--- config.mk ---
export PLATFORM = sky130hd
export DESIGN_NAME = spi_slave_multi
export DESIGN_NICKNAME = d
export VERILOG_FILES = /design/src/rtl/spi_slave_multi.sv
export SDC_FILE = /design/constraint.sdc
export NUM_CORES = 1
export LEC_CHECK = 0
export CAP_MARGIN = 20
export CORE_UTILIZATION = 32
export DETAILED_ROUTE_END_ITERATION = 10
export PLACE_DENSITY = 0.5
export REMOVE_ABC_BUFFERS = 1
export SYNTH_ARGS = -nofsm -noshare
export SYNTH_HDL_FRONTEND = slang
export SYNTH_SLANG_ARGS = --single-unit
--- constraint.sdc ---
create_clock -name clk -period 2.2 [get_ports clk]
set_input_delay 0.33 -clock clk [delete_from_list [all_inputs] [get_ports clk]]
set_output_delay 0.33 -clock clk [all_outputs]
set_load 0.1 [all_outputs]
--- src/rtl/spi_slave_multi.sv ---
// SPI slave that assembles WORD_WIDTH-bit words from FRAME_BITS-bit frames separated by ss pulses.
// Supports all four SPI modes, a TX holding register, handshaked RX, and error pulses.
module spi_slave_multi #(
    parameter int WORD_WIDTH    = 16,
    parameter int FRAME_BITS    = 8,
    parameter int PAUSE_TIMEOUT = 0,
    parameter int SYNC_STAGES   = 2
) (
    input  logic                  clk,
    input  logic                  reset_b,
    input  logic                  cfg_cpol,
    input  logic                  cfg_cpha,
    input  logic                  spi_ss,
    input  logic                  spi_sclk,
    input  logic                  spi_mosi,
    output logic                  spi_miso,
    input  logic [WORD_WIDTH-1:0] tx_data,
    input  logic                  tx_valid,
    output logic                  tx_ready,
    output logic [WORD_WIDTH-1:0] rx_data,
    output logic                  rx_valid,
    input  logic                  rx_ready,
    output logic                  rx_overrun,
    output logic                  tx_underrun,
    output logic                  frame_err
);
    localparam int NFRAMES = WORD_WIDTH / FRAME_BITS;
    localparam int BW      = $clog2(FRAME_BITS + 1);
    localparam int FW      = (NFRAMES > 1) ? $clog2(NFRAMES) : 1;
    localparam int PW      = (PAUSE_TIMEOUT > 0) ? $clog2(PAUSE_TIMEOUT + 1) : 1;

    typedef enum logic [1:0] {IDLE, SHIFT, PAUSE, DONE} state_t;

    state_t                  r_state;
    logic [SYNC_STAGES-1:0]  r_ss_sync, r_sclk_sync, r_mosi_sync;
    logic                    r_sclk_d;
    logic                    r_cpol, r_cpha, r_first_lead;
    logic [BW-1:0]           r_bit_cnt;
    logic [FW-1:0]           r_frame_cnt;
    logic [PW-1:0]           r_pause_cnt;
    logic [WORD_WIDTH-1:0]   r_rx_shift, r_tx_shift, r_hold, r_rx_data;
    logic                    r_hold_full, r_rx_valid, r_miso;
    logic                    r_frame_err, r_rx_overrun, r_tx_underrun;

    logic w_ss, w_sclk, w_mosi, w_rise, w_fall, w_lead, w_trail, w_sample, w_shift;

    assign w_ss     = r_ss_sync[SYNC_STAGES-1];
    assign w_sclk   = r_sclk_sync[SYNC_STAGES-1];
    assign w_mosi   = r_mosi_sync[SYNC_STAGES-1];
    assign w_rise   = w_sclk & ~r_sclk_d;
    assign w_fall   = ~w_sclk & r_sclk_d;
    assign w_lead   = r_cpol ? w_fall : w_rise;
    assign w_trail  = r_cpol ? w_rise : w_fall;
    assign w_sample = r_cpha ? w_trail : w_lead;
    assign w_shift  = r_cpha ? w_lead : w_trail;

    always_ff @(posedge clk) begin
        if (!reset_b) begin
            r_ss_sync   <= '1;
            r_sclk_sync <= '0;
            r_mosi_sync <= '0;
        end else begin
            r_ss_sync   <= {r_ss_sync[SYNC_STAGES-2:0], spi_ss};
            r_sclk_sync <= {r_sclk_sync[SYNC_STAGES-2:0], spi_sclk};
            r_mosi_sync <= {r_mosi_sync[SYNC_STAGES-2:0], spi_mosi};
        end
    end

    always_ff @(posedge clk) begin
        if (!reset_b) begin
            r_state       <= IDLE;
            r_sclk_d      <= 1'b0;
            r_cpol        <= 1'b0;
            r_cpha        <= 1'b0;
            r_first_lead  <= 1'b0;
            r_bit_cnt     <= '0;
            r_frame_cnt   <= '0;
            r_pause_cnt   <= '0;
            r_rx_shift    <= '0;
            r_tx_shift    <= '0;
            r_hold        <= '0;
            r_hold_full   <= 1'b0;
            r_rx_data     <= '0;
            r_rx_valid    <= 1'b0;
            r_miso        <= 1'b0;
            r_frame_err   <= 1'b0;
            r_rx_overrun  <= 1'b0;
            r_tx_underrun <= 1'b0;
        end else begin
            r_frame_err   <= 1'b0;
            r_rx_overrun  <= 1'b0;
            r_tx_underrun <= 1'b0;
            r_sclk_d      <= w_sclk;
            r_miso        <= ~w_ss & r_tx_shift[WORD_WIDTH-1];

            if (r_rx_valid && rx_ready)
                r_rx_valid <= 1'b0;
            // A write landing on the word-start cycle stays in holding for the next word.
            if (tx_valid && !r_hold_full) begin
                r_hold      <= tx_data;
                r_hold_full <= 1'b1;
            end

            case (r_state)
                IDLE: begin
                    if (!w_ss) begin
                        r_state      <= SHIFT;
                        r_cpol       <= cfg_cpol;
                        r_cpha       <= cfg_cpha;
                        r_first_lead <= 1'b1;
                        if (r_hold_full) begin
                            r_tx_shift  <= r_hold;
                            r_hold_full <= 1'b0;
                        end else begin
                            r_tx_shift    <= '0;
                            r_tx_underrun <= 1'b1;
                        end
                    end
                end
                SHIFT: begin
                    if (w_ss) begin
                        if (r_bit_cnt != BW'(FRAME_BITS)) begin
                            r_frame_err <= 1'b1;
                            r_bit_cnt   <= '0;
                            r_frame_cnt <= '0;
                            r_rx_shift  <= '0;
                            r_state     <= IDLE;
                        end else if (r_frame_cnt == FW'(NFRAMES - 1)) begin
                            r_state <= DONE;
                        end else begin
                            r_frame_cnt <= r_frame_cnt + FW'(1);
                            r_bit_cnt   <= '0;
                            r_pause_cnt <= '0;
                            r_state     <= PAUSE;
                        end
                    end else begin
                        if (w_sample && (r_bit_cnt < BW'(FRAME_BITS))) begin
                            r_rx_shift <= {r_rx_shift[WORD_WIDTH-2:0], w_mosi};
                            r_bit_cnt  <= r_bit_cnt + BW'(1);
                        end
                        // In CPHA=1 the first leading edge only marks the start; bit 0 is already out.
                        if (w_shift && !(r_cpha && r_first_lead))
                            r_tx_shift <= {r_tx_shift[WORD_WIDTH-2:0], 1'b0};
                        if (w_lead)
                            r_first_lead <= 1'b0;
                    end
                end
                PAUSE: begin
                    if (!w_ss) begin
                        r_state <= SHIFT;
                    end else if (PAUSE_TIMEOUT > 0 && r_pause_cnt == PW'(PAUSE_TIMEOUT)) begin
                        r_frame_err <= 1'b1;
                        r_bit_cnt   <= '0;
                        r_frame_cnt <= '0;
                        r_rx_shift  <= '0;
                        r_state     <= IDLE;
                    end else begin
                        r_pause_cnt <= r_pause_cnt + PW'(1);
                    end
                end
                DONE: begin
                    if (!r_rx_valid || rx_ready) begin
                        r_rx_data  <= r_rx_shift;
                        r_rx_valid <= 1'b1;
                    end else begin
                        r_rx_overrun <= 1'b1;
                    end
                    r_bit_cnt   <= '0;
                    r_frame_cnt <= '0;
                    r_rx_shift  <= '0;
                    r_state     <= IDLE;
                end
                default: r_state <= IDLE;
            endcase
        end
    end

    assign spi_miso    = r_miso;
    assign tx_ready    = ~r_hold_full;
    assign rx_data     = r_rx_data;
    assign rx_valid    = r_rx_valid;
    assign rx_overrun  = r_rx_overrun;
    assign tx_underrun = r_tx_underrun;
    assign frame_err   = r_frame_err;
endmodule

## Word level (Yosys, flattened, before mapping)

Cells that the tools add are included.
W data, S select, Z words.

| word-level totals | value |
|---|---|
| register bits after elaboration | 87 |
| bits in latches | 0 |
| RAM bits | 0 |
| ROM bits | 0 |
| input bits | 25 |
| output and inout bits | 22 |
| word-level logic and storage cells | 110 |
| memories kept | 0 |

| operators by class | value |
|---|---|
| $add $sub $neg | 2 |
| multiply operators | 0 |
| div/mod/pow operators | 0 |
| $lt $le $gt $ge | 1 |
| equal/unequal tests | 13 |
| shifts and indexed selects | 0 |
| muxes and demuxes | 41 |
| bitwise gates (word level) | 9 |
| reduce and logical (&&, ||, !) cells | 24 |

Operators by type and width:

| cell | count |
|---|---|
| $mux W16 | 7 |
| $pmux W16 S2 | 2 |
| $mux W1 | 21 |
| $mux W4 | 4 |
| $ne A2 B2 Y1 const B | 6 |
| $reduce_and A2 Y1 | 5 |
| $reduce_and A3 Y1 | 3 |
| $ne A4 B4 Y1 const B | 2 |
| $pmux W4 S2 | 1 |
| $reduce_and A4 Y1 | 2 |
| $mux W2 | 3 |
| $ne A3 B3 Y1 const B | 2 |
| $not A1 Y1 | 6 |
| $pmux W2 S3 | 1 |
| $logic_and A1 B1 Y1 | 5 |
| $add A4 B1 Y4 const B | 1 |
| $eq A2 B2 Y1 const B | 2 |
| $lt A4 B4 Y1 const B | 1 |
| $pmux W1 S2 | 2 |
| $reduce_bool A2 Y1 | 2 |
| $and A1 B1 Y1 | 3 |
| $logic_not A1 Y1 | 3 |
| $reduce_or A3 Y1 | 1 |
| $eq A2 B1 Y1 const B | 1 |
| 4 further kinds | 4 |

## Longest topological paths before layout

Gate-level depths: netlist of the first run.

| depth | value |
|---|---|
| word-level depth | 8 |
| depth in mapped cells | 7 |
| depth with buffers taken out | 7 |

## Worst setup path before layout of the first run

No wires, ideal clock.

| timing path | value |
|---|---|
| kind | register -> register |
| from | reg r_rx_valid, in the netlist rx_valid |
| to | reg r_rx_data[15], in the netlist rx_data[15] |
| setup time | 0.070 ns |
| data arrival time | 1.875 ns |
| required time | 2.130 ns |
| path slack | 0.255 ns |
| stages on the path, launching flop included | 6 |
| path buffers | 1 |
| clock period less this slack | 1.945 ns |
| cells stage by stage | dfxtp_1 -> nand2b_1 -> nand3_1 -> clkbuf_1 -> nand2_1 -> a21oi_1 |

| on the way | value |
|---|---|
| cells in the longest elaborated chain, start to end | 3 |

Ends and longest elaborated chain:

| what | line | source |
|---|---|---|
| start: declaration | 42 | `logic r_hold_full, r_rx_valid, r_miso;` |
| start signal: assignment | 84 | `r_rx_valid <= 1'b0;` |
| start signal: assignment | 97 | `r_rx_valid <= 1'b0;` |
| start signal: assignment | 164 | `r_rx_valid <= 1'b1;` |
| $logic_not A1 Y1 | 162 | `if (!r_rx_valid \|\| rx_ready) begin` |
| $logic_or A1 B1 Y1 | 162 |  |
| $reduce_and A2 Y1 (no source line) | - |  |
| end signal: assignment | 163 | `r_rx_data <= r_rx_shift;` |
| end: declaration | 41 | `logic [WORD_WIDTH-1:0] r_rx_shift, r_tx_shift, r_hold, r_rx_data;` |

No other way between the ends.
A chain may end at the register's enable or synchronous reset.

## Worst setup path after layout of the first run

| timing path | value |
|---|---|
| from | reg r_bit_cnt[0] |
| to | reg r_rx_shift[2] |

| on the way | value |
|---|---|
| cells in the longest elaborated chain, start to end | 4 |
| elaborated cells on any way between the ends | 6 |
| classes of those cells | order compare: 1; eq/ne: 3; reduce/logical: 2 |

Ends and longest elaborated chain:

| what | line | source |
|---|---|---|
| start: declaration | 38 | `logic [BW-1:0] r_bit_cnt;` |
| start signal: assignment | 139 | `r_bit_cnt <= r_bit_cnt + BW'(1);` |
| $lt A4 B4 Y1 | 137 | `if (w_sample && (r_bit_cnt < BW'(FRAME_BITS))) begin` |
| $logic_and A1 B1 Y1 | 137 |  |
| $ne A3 B3 Y1 (no source line) | - |  |
| $reduce_and A3 Y1 (no source line) * | - |  |
| end signal: assignment | 138 | `r_rx_shift <= {r_rx_shift[WORD_WIDTH-2:0], w_mosi};` |
| end: declaration | 41 |  |

Mark *: on every way between the ends. The rest lies on a longest branch, timed or not.

==> reports/metrics.yaml, run 1 <==
outcome: "finished clean"
syn_avg_cell_area_um2: 8.81
rrSetupSlack_ns: 0.48
drt-pass1-iter-count: 4
nNetsFinal: 446
route.detailed.drc: 0
synth.cell_area_mm2: 0.00330
die_y_um: 104
min_to: "r_ss_sync[1]"
r2r-end: "r_rx_shift[2]"
grt_max_degree: 43
vias: 2615
startpoint_type: "flip-flop"
worst-path-max-fanout: 16
clock_skew_ns: 0.00975
grt_pass1_vias: 2467
initial_core_util_pct: 33.3
clock-sinks: 87
yosysUniqueCellTypes: 41
place.gp.congestion: 0.785
rsz0062_at_grt: "no"
antenna_found_initial: 0
async_flop_share_pct: 0
grt_overflow_total: 0
worst_ep_arrival_time_ns: 1.96
place_area_mm2: 0.00386
ys_seq_area_share_pct: 52.7
worst_pin_slew_ns: 0.573
worstSetupStartpoint: "r_bit_cnt[0]"
io_buffers: 46
post-cts-setup-buffer-count: 0
yosys_warnings: 0
synth_edf_count: 0
grt_util_all_layers_pct: 13.5
viasPerCell: 4.69
setup_viol: 0
hold_buffers: 0
leakage_nw: 1.54
drtAntennaViolNets: 0
min-delay-start: "r_ss_sync[0]"
fin_util_pct: 40.8
synth_seq_cells: 87
routed_wl_um: 6730
cts_resized: 0
fmax_mhz: 581
area_growth_pct: 22.4
rr_worst_depth: 6
synth-main-ff-cell: "dfxtp_1"
cts-htree-levels: 3
io_pins: 47
clk_latency_ns: 0.34
regToRegStartpoint: "r_bit_cnt[0]"
drtIter0Drc: 131
final-hold-violation-count: 0
netlist_instances: 375
layout-drive-gt1-share_pct: 13.7
die_w_um: 104
period_share_pct: 78.3
max_cap_violations: 0
cts_tree: "yes"
worstSetupPathType: "reg2reg"
coreArea_mm2: 0.00991
cts-root-buf: "clkbuf_8"
hold_path_class: "reg2reg"
clk_pin_slew_ns: 0.09
finalCriticalPeriod_ns: 1.72
rows: 36
cts_buffer_depth: 2
grt_pass1_wl_um: 11900
drv_slew: 0
dpl.hpwl_um: 4510
cts_buffers: 9
antenna_cells: 0
max-slew-margin-rel_pct: 61.7
wl_per_cell_um: 12.1
p_per_area_mw_per_mm2: 710
ir_worst_vdd_uv: 242
hold_depth: 1
worstSetupEndpointType: "flip-flop"
crit_required_ns: 2.43
final_area_mm2: 0.00404
die-area_mm2: 0.0107
-- synthesized netlist by cell type (2+ instances only) --
library cell | number | area [µm²]
a211oi_1 | 13 | 97.6
a21oi_1 | 55 | 275
a22o_1 | 16 | 140
a311oi_1 | 2 | 17.5
and2_1 | 5 | 31.3
and2b_1 | 2 | 15.0
and3_1 | 14 | 87.6
and3b_1 | 2 | 17.5
buf_1 | 3 | 11.3
buf_2 | 3 | 15.0
buf_6 | 2 | 22.5
clkbuf_1 | 16 | 60.1
dfxtp_1 | 87 | 1740
ha_1 | 2 | 25.0
inv_1 | 6 | 22.5
nand2_1 | 84 | 315
nand2b_1 | 5 | 31.3
nand3_1 | 6 | 30.0
nor2_1 | 22 | 82.6
nor2b_1 | 5 | 31.3
nor3_1 | 3 | 15.0
o21ai_0 | 2 | 10.0
o32ai_1 | 2 | 17.5
-- worst max path at each step --
stage	depth (start not counted)	slack (ns)	end
floorplan	5	-0.32	r_tx_shift[0]
global placement	4	0.40	r_rx_shift[14]
detailed placement	4	0.36	r_bit_cnt[0]
CTS	5	0.45	r_rx_shift[2]
global route	5	0.33	r_rx_shift[1]
finish	6	0.48	r_rx_shift[2]
-- power breakdown --
part / internal [mW] / switching (mW) / leakage [nW]
clock network: 0.445 / 0.569 / 0.0885
registers: 1.62 / 0.0217 / 0.707
logic: 0.0970 / 0.124 / 0.740
-- cell type report --
class	instances	area, µm²
clock buffers	10	138
flip-flops and latches	87	1740
multi-input cells	257	1420
clock inverters	6	46.3
repair buffers	58	508
inverters	6	22.5
well taps	133	166
fillers	1057	5870
-- cells in the final DEF, fill, tap and decap left out, types with 5 or more instances in the layout --
master / n
inv_1: 6
and2_1: 5
a22o_1: 16
dfxtp_1: 87
buf_4: 33
a211oi_1: 13
clkbuf_8: 10
nor2b_1: 5
and3_1: 14
nand2b_1: 5
a21oi_1: 54
nor2_1: 22
nand2_1: 84
nand3_1: 6
clkdlybuf4s50_1: 24
-- sequential cells by signal (all words and copies together) (netlist names) --
register	flops
r_bit_cnt	4
rx_data	16
tx_underrun	1
r_sclk_d	1
r_tx_shift	16
r_ss_sync	2
r_state	2
r_mosi_sync	2
r_cpha	1
r_hold_full	1
r_sclk_sync	2
r_first_lead	1
rx_valid	1
r_frame_cnt	1
r_hold	16
spi_miso	1
frame_err	1
r_rx_shift	16
r_cpol	1
rx_overrun	1
-- critical path, cell delays in order (launching register included) --
cell and delay [ns]:
dfxtp_1 0.41, inv_1 0.06, ha_1 0.21, and3b_1 0.23, o211ai_1 0.28, o22ai_4 0.20, a22o_1 0.22
-- logic make-up after synthesis --
family,share of synthesized area [%]
AND/OR/NAND/NOR,21.5
buffers and inverters,4.39
flip-flops,52.7
adder cells (fa/ha/maj),0.757
multiplexers,0.416
AO/OA/AOI/OAI,19.8
XOR/XNOR,0.492
-- per-layer routing --
metal | wire length [µm] | vias to the layer above | track usage (%)
met5 | 0 | - | 0
met4 | 79 | 0 | 5.28
met1 | 3590 | 1174 | 18.4
li1 | - | 1379 | -
met2 | 2790 | 54 | 20.5
met3 | 274 | 8 | 2.96
-- per-stage QoR --
stage	setup slack (ns)	setup TNS [ns]	power [mW]	instances	hold slack, ns
after floorplan	-0.315	-4.16	1.80	350	0.386
after global placement	0.403	0	1.90	541	0.392
after detailed placement	0.358	0	1.90	541	0.391
after CTS	0.452	0	2.93	557	0.414
after global routing	0.327	0	3.03	557	0.460
final	0.477	0	2.87	557	0.411
No activity file was read; power rests on OpenSTA's default activity.
==> run 2, diff against run 1 <==
- PLACE_DENSITY: 0.5 -> 0.51
- clock period: 2.2 -> 1.47 ns (I/O delays scaled with it)
==> run 2 against run 1 <==
  * The flow now finishes with violations (setup timing)
  * Fmax up 11%
  * Clock power up 51%
  * Hold slack worse by 0.0097 ns
  * Sequential power up 50%
  * Worst setup slack worse by 0.56 ns
  * Largest cell class unchanged
  * Largest power group unchanged
  * Highest routed layer unchanged
==> reports/metrics.yaml, run 2 (same netlist as run 1, synthesis figures left out) <==
dpl.hpwl_um: 4720
mostFrequentLayoutCells: "nand2_1 (84), dfxtp_1 (81), a21oi_1 (53)"
nNetsFinal: 468
rsz0062_at_grt: "yes"
place_area_mm2: 0.00430
wl_per_cell_um: 12.0
layout_setup_ws_ns: -0.0830
period_share_pct: 106
grt_overflow_total: 0
worst-path-max-fanout: 16
final-instance-count-excl-fill: 579
die_w_um: 104
crit_required_ns: 1.70
die-area_mm2: 0.0107
cts-root-buf: "clkbuf_8"
clock_skew_ns: 0.0116
leakage_nw: 1.78
io_buffers: 46
worst_pin_slew_ns: 0.483
p_per_area_mw_per_mm2: 924
rows: 36
finalCriticalPeriod_ns: 1.55
io_pins: 47
max_stage_delay_ns: 0.35
grt.busiest_layer: "met2"
grtUsageMet1_pct: 17.6
gr-usage-met2_pct: 22.1
final-hold-violation-count: 0
routed_wl_um: 6940
cts-htree-levels: 3
grt_pass1_vias: 2629
area_growth_pct: 44.3
place.gp.congestion: 0.824
worst_hold_slack_ns: 0.402
drt-pass1-iter-count: 4
clk_pin_slew_ns: 0.10
violations: "setup timing"
register_area_mm2: 0.00175
worst_ep_arrival_time_ns: 1.79
dp_slack_ns: -0.232
multiInputGateArea_mm2: 0.00164
grt_pass1_wl_um: 12200
initial_core_util_pct: 33.3
startpoint_type: "flip-flop"
final_common_cell: "nand2_1"
vias: 2734
clk_latency_ns: 0.36
drtAntennaViolNets: 0
worstSetupPathType: "reg2reg"
layout-drive-gt1-share_pct: 26.9
setup_viol: 32
max_cap_violations: 0
drv_slew: 0
antenna_cells: 0
ir_worst_vdd_uv: 381
clock-sinks: 87
grt_max_degree: 42
route.detailed.drc: 0
fmax_mhz: 644
slowest_stage: "dfxtp_2"
viasPerCell: 4.72
fill_cells: 953
cts_buffers: 9
finalPower_mw: 4.40
antenna_found_initial: 0
cts_buffer_depth: 2
dp.cells: 559
max-slew-margin-rel_pct: 67.8
drtIter0Drc: 69
outcome: "finished with violations"
die_y_um: 104
coreArea_mm2: 0.00991
grt_util_all_layers_pct: 13.8
worstSetupEndpointType: "flip-flop"
cts_tree: "yes"
final_area_mm2: 0.00477
grt.met3_usage_pct: 3.27
crit_chain: "and2b_2, a221oi_4, a21oi_4, buf_12, nor2_1, a211oi_2"
hold_path_class: "in2reg"
-- run 2: changes by cell type in the layout (fill, tap and decap cells not counted), moves of 6 or more --
cell	before	now
a211oi_2	0	8
dfxtp_1	87	81
nor2_4	0	7
buf_12	1	26
nor2_1	22	11
a211oi_1	13	5
buf_4	33	27
-- run 2: where the power goes --
| group | switching [mW] | total, mW | internal (mW) |
|---|---|---|---|
| Combinational | 0.216 | 0.419 | 0.203 |
| Sequential | 0.0400 | 2.46 | 2.42 |
| Clock | 0.886 | 1.53 | 0.644 |
| Total | 1.14 | 4.40 | 3.26 |
-- run 2: metrics by stage --
step / util, % / TNS [ns]
global placement: 43.3 / -6.93
floorplan: - / -34.82
global route: 48.1 / -3.35
finish: 48.1 / -1.17
CTS: 47.4 / -1.97
detailed placement: 43.3 / -7.62
-- run 2: area by class of cell --
| class | count | share of cell area, % |
|---|---|---|
| clock inverter | 6 | 1.13 |
| timing repair buffer | 80 | 21.0 |
| clock buffer | 10 | 2.68 |
| sequential | 87 | 36.8 |
| tap | 133 | 3.49 |
| inverter | 6 | 0.472 |
| multi-input combinational | 257 | 34.5 |
-- run 2: worst max-delay path, delay by kind of cell, from the launching register on --
kind / cells / cell delay [ns]
buf+inv: 1 / 0.17
simple gates: 2 / 0.39
flops: 1 / 0.35
compound gates: 3 / 0.52
-- run 2: per-layer routing --
layer,routed length [µm],up-vias
met4,118,0
met1,3420,1248
met3,254,11
met5,0,-
li1,-,1426
met2,3150,49
-- run 2: what timing repair did --
item / 4_1_cts / 5_1_grt
endpoints found under the setup margin: 35 / 35
cloned: 1 / 0
pin swaps: 9 / 9
gates resized for setup: 44 / 18
hold buffers: 0 / 0
setup buffers: 4 / 0
-- run 2: final timing paths --
check                     from             to  slack [ns]  cells after the start
setup / recovery      r_sclk_d  r_tx_shift[4]       -0.08                      6
hold / removal      tx_data[5]      r_hold[5]        0.40                      3
setup reg to reg      r_sclk_d  r_tx_shift[4]       -0.08                      6
hold reg to reg   r_ss_sync[0]   r_ss_sync[1]        0.41                      1
==> run 3, diff against run 2 <==
- SETUP_SLACK_MARGIN: not set -> 0.1
==> run 3 against run 2 <==
  * The run still ends with setup timing left
  * Core utilization up 0.86 points
  * Via count up 0.80%
  * Sequential power about the same
  * Design area up 1.8%
  * Routed wire length up 3.6%
  * Total power up 0.53%
  * Register-to-register slack worse by 0.02 ns
  * Critical endpoint is now r_tx_shift[1]
  * Largest cell class unchanged
==> reports/metrics.yaml, run 3 (same netlist as run 1, synthesis figures left out) <==
drt-pass1-iter-count: 4
rows: 36
worst_hold_slack_ns: 0.399
layout_setup_ws_ns: -0.107
worstSetupEndpointType: "flip-flop"
worst-path-buf-inv: 1
grt_overflow_total: 0
fmax_mhz: 634
path_depth: 5
drtAntennaViolNets: 0
max_stage_delay_ns: 0.37
initial_core_util_pct: 33.3
clock-sinks: 87
grt_pass1_vias: 2638
drtIter0Drc: 98
clock_skew_ns: 0.0112
grt_pass1_wl_um: 12300
crit_required_ns: 1.74
place.gp.congestion: 0.824
die_w_um: 104
p_per_area_mw_per_mm2: 912
final_area_mm2: 0.00485
period_share_pct: 107
ir_worst_vdd_uv: 382
grt_util_all_layers_pct: 14.0
cts-root-buf: "clkbuf_8"
multiInputGateArea_mm2: 0.00170
place_area_mm2: 0.00430
hold_depth: 3
wl_per_cell_um: 12.4
dp.cells: 559
area_growth_pct: 46.9
register_area_mm2: 0.00176
finalCriticalPeriod_ns: 1.58
mostFrequentLayoutCells: "nand2_1 (84), dfxtp_1 (81), a21oi_1 (53)"
final-hold-violation-count: 0
route.detailed.drc: 0
dpl.hpwl_um: 4720
die_y_um: 104
fill_cells: 953
finalPower_mw: 4.43
routed_wl_um: 7190
coreArea_mm2: 0.00991
antenna_found_initial: 0
startpoint_type: "flip-flop"
final-instance-count-excl-fill: 580
worst_pin_slew_ns: 0.518
layout-drive-gt1-share_pct: 29.1
crit_chain: "and2b_2, a221oi_4, a21oi_4, clkbuf_16, a311oi_2"
cts_buffers: 9
min-delay-start: "tx_data[5]"
cts_tree: "yes"
setup_viol: 32
drv_slew: 0
clk_latency_ns: 0.36
clk_pin_slew_ns: 0.10
rsz0062_at_grt: "yes"
final_common_cell: "nand2_1"
io_pins: 47
vias: 2756
leakage_nw: 1.80
nNetsFinal: 469
slowest_stage: "dfxtp_4"
cts_buffer_depth: 2
cp_top_family: "compound AO/OA/AOI/OAI gates"
io_buffers: 46
worstSetupPathType: "reg2reg"
rr_worst_depth: 5
hold_path_class: "in2reg"
worst_ep_arrival_time_ns: 1.85
max_cap_violations: 0
grt_max_degree: 42
regToRegStartpoint: "r_sclk_d"
max-slew-margin-rel_pct: 65.5
die-area_mm2: 0.0107
cts-htree-levels: 3
worstSetupStartpoint: "r_sclk_d"
viasPerCell: 4.75
worst-path-max-fanout: 8
antenna_cells: 0
violations: "setup timing"
outcome: "finished with violations"
run 3: cell types whose count changed in the layout (fill, tap and decap cells not counted), sizes merged:
cell,change
clkbuf,+1
run 3: timing repair:
action	in CTS	in global routing
buffers inserted	3	1
endpoints found under the setup margin	36	38
pin swaps	10	13
gates cloned	1	1
gates resized for setup	50	26
hold buffers	0	0
run 3: cell type report:
cell class | count | area share, %
clock buffer | 10 | 2.63
clock inverter | 6 | 1.11
inverter | 6 | 0.464
multi-input combinational | 257 | 35.0
sequential | 87 | 36.2
tap | 133 | 3.43
timing repair buffer | 81 | 21.2
run 3: power breakdown:
group          internal, mW  leakage (nW)  switching (mW)
Clock                 0.644        0.0894           0.890
Sequential             2.42         0.711          0.0423
Combinational         0.213         0.997           0.224
run 3: worst reg2reg max path, cell delays in order, from the launching register on:
cell	delay, ns
dfxtp_4	0.37
and2b_2	0.25
a221oi_4	0.33
a21oi_4	0.16
clkbuf_16	0.19
a311oi_2	0.19
run 3: path summary, 6_finish.rpt:
check	to	slack [ns]
max	r_tx_shift[1]	-0.11
min	r_hold[5]	0.40
max reg2reg	r_tx_shift[1]	-0.11
min reg2reg	r_ss_sync[1]	0.41
run 3: through the flow:
| stage | util, % | TNS (ns) | setup WS, ns |
|---|---|---|---|
| 3_3_place_gp | 43.3 | -6.93 | -0.197 |
| 5_1_grt | 49.0 | -4.10 | -0.175 |
| 2_1_floorplan | - | -34.82 | -1.05 |
| 4_1_cts | 47.6 | -2.00 | -0.102 |
| 6_report | 49.0 | -1.89 | -0.107 |
| 3_5_place_dp | 43.3 | -7.62 | -0.232 |
run 3: routing by layer:
| layer | track usage (%) | routed length (µm) | up-vias |
|---|---|---|---|
| li1 | - | - | 1425 |
| met1 | 17.8 | 3510 | 1271 |
| met2 | 22.2 | 3300 | 49 |
| met3 | 3.27 | 262 | 11 |
| met4 | 6.52 | 124 | 0 |
| met5 | 0 | 0 | - |
==> RTL edit, RTL diff (settings of run 2) <==
The 4 states of `state_t` get a one-hot encoding in 4 bits.
--- a/src/rtl/spi_slave_multi.sv
+++ b/src/rtl/spi_slave_multi.sv
@@ -31,3 +31,3 @@
 
-    typedef enum logic [1:0] {IDLE, SHIFT, PAUSE, DONE} state_t;
+    typedef enum logic [3:0] {IDLE = 4'b0001, SHIFT = 4'b0010, PAUSE = 4'b0100, DONE = 4'b1000} state_t;
 
Check against the original RTL: same outputs for any inputs over 10 cycles, from zero or initial values and one cycle with reset_b low; not proved beyond that.
==> RTL edit against run 2 <==
The run ends with DRC, setup timing left; routed wire length increased by 29%; core utilization is 0.70 points higher; die area rose by 15%; clock power increased by 44%; design area rose by 18%; sequential share of layout area is 4.8 points lower; sequential cell count grew 2; worst hold slack better by 26 ps; synthesized area up 15%; first-iteration DRC count is 42% higher; power is 15% higher; worst setup slack lost 130 ps; critical path type unchanged; largest power group unchanged.
==> RTL edit: results <==
group,metric,value,unit
status,outcome,"complete, but fails checks",
status,failed_checks,"DRC, setup timing",
pwr,power,5.08,mW
timing,finalSetupViolations,55,
final_layout,seq_share,0.320,
timing,skew,5.59,ps
setup_path,ff2ff_path_depth,7,
final_layout,nets,549,
yosys,synth_commonest_cells,"nand2_1, dfxtp_1, a21oi_1",
floorplan,taps,143,
setup_path,worstPathMaxFanout,8,
timing,setup_ws,-211,ps
grt,grt.total_usage,0.148,
drt,drc,2,
pwr,p_seq_frac,0.489,
pwr,p_clk_frac,0.436,
placement,postPlaceCellArea,0.00488,mm2
setup_path,r2r-start,"r_state[3]$_SDFFE_PN0P_",
setup_path,cp_data_arrival_time,1950,ps
clock_network,clk_pin_slew,70,ps
drt,dr.first_iter.drc_count,98,
grt,grt_start_max_net_pins,38,
drt,wl,8.95,mm
grt,grt_pass1_vias,3128,
final_layout,ff_latch_area,0.00180,mm2
pwr,ir_worst_vdd,0.450,mV
setup_path,reg2reg_to,"r_tx_shift[7]$_SDFFE_PN0P_",
min_path,holdPathEnd,"r_hold[4]$_SDFFE_PN0P_",
==> RTL edit: logic make-up after synthesis <==
group / count (synthesis) / share of synthesized area
and+or+nand+nor: 208 / 0.259
adders and majority gates: 2 / 0.00657
muxes: 36 / 0.0946
DFF: 89 / 0.468
xor gates and xnor gates: 2 / 0.00460
buffers and inverters: 41 / 0.0536
AOI/OAI and AO/OA: 67 / 0.113
==> RTL edit: per-stage QoR <==
stage / TNS [ps] / std cells
after floorplan: -53570 / 412
after global placement: -8880 / 643
after detailed placement: -10950 / 643
after CTS: -7010 / 667
after global routing: -12410 / 670
final: -8290 / 670
==> RTL edit: routing by layer <==
layer	GRT usage	wire [um]	share of wire
met1	0.185	4350	0.49
met2	0.248	4300	0.48
met3	0.0312	179	0.020
met5	0	0	0
met4	0.0595	123	0.014
==> RTL edit: worst max-delay path, cell delays in order, from the launching register on <==
cell and delay (ps):
dfxtp_4 370, nor4b_4 260, buf_4 160, buf_6 100, o311ai_4 90, o22ai_4 240, clkbuf_16 220, mux2i_1 180
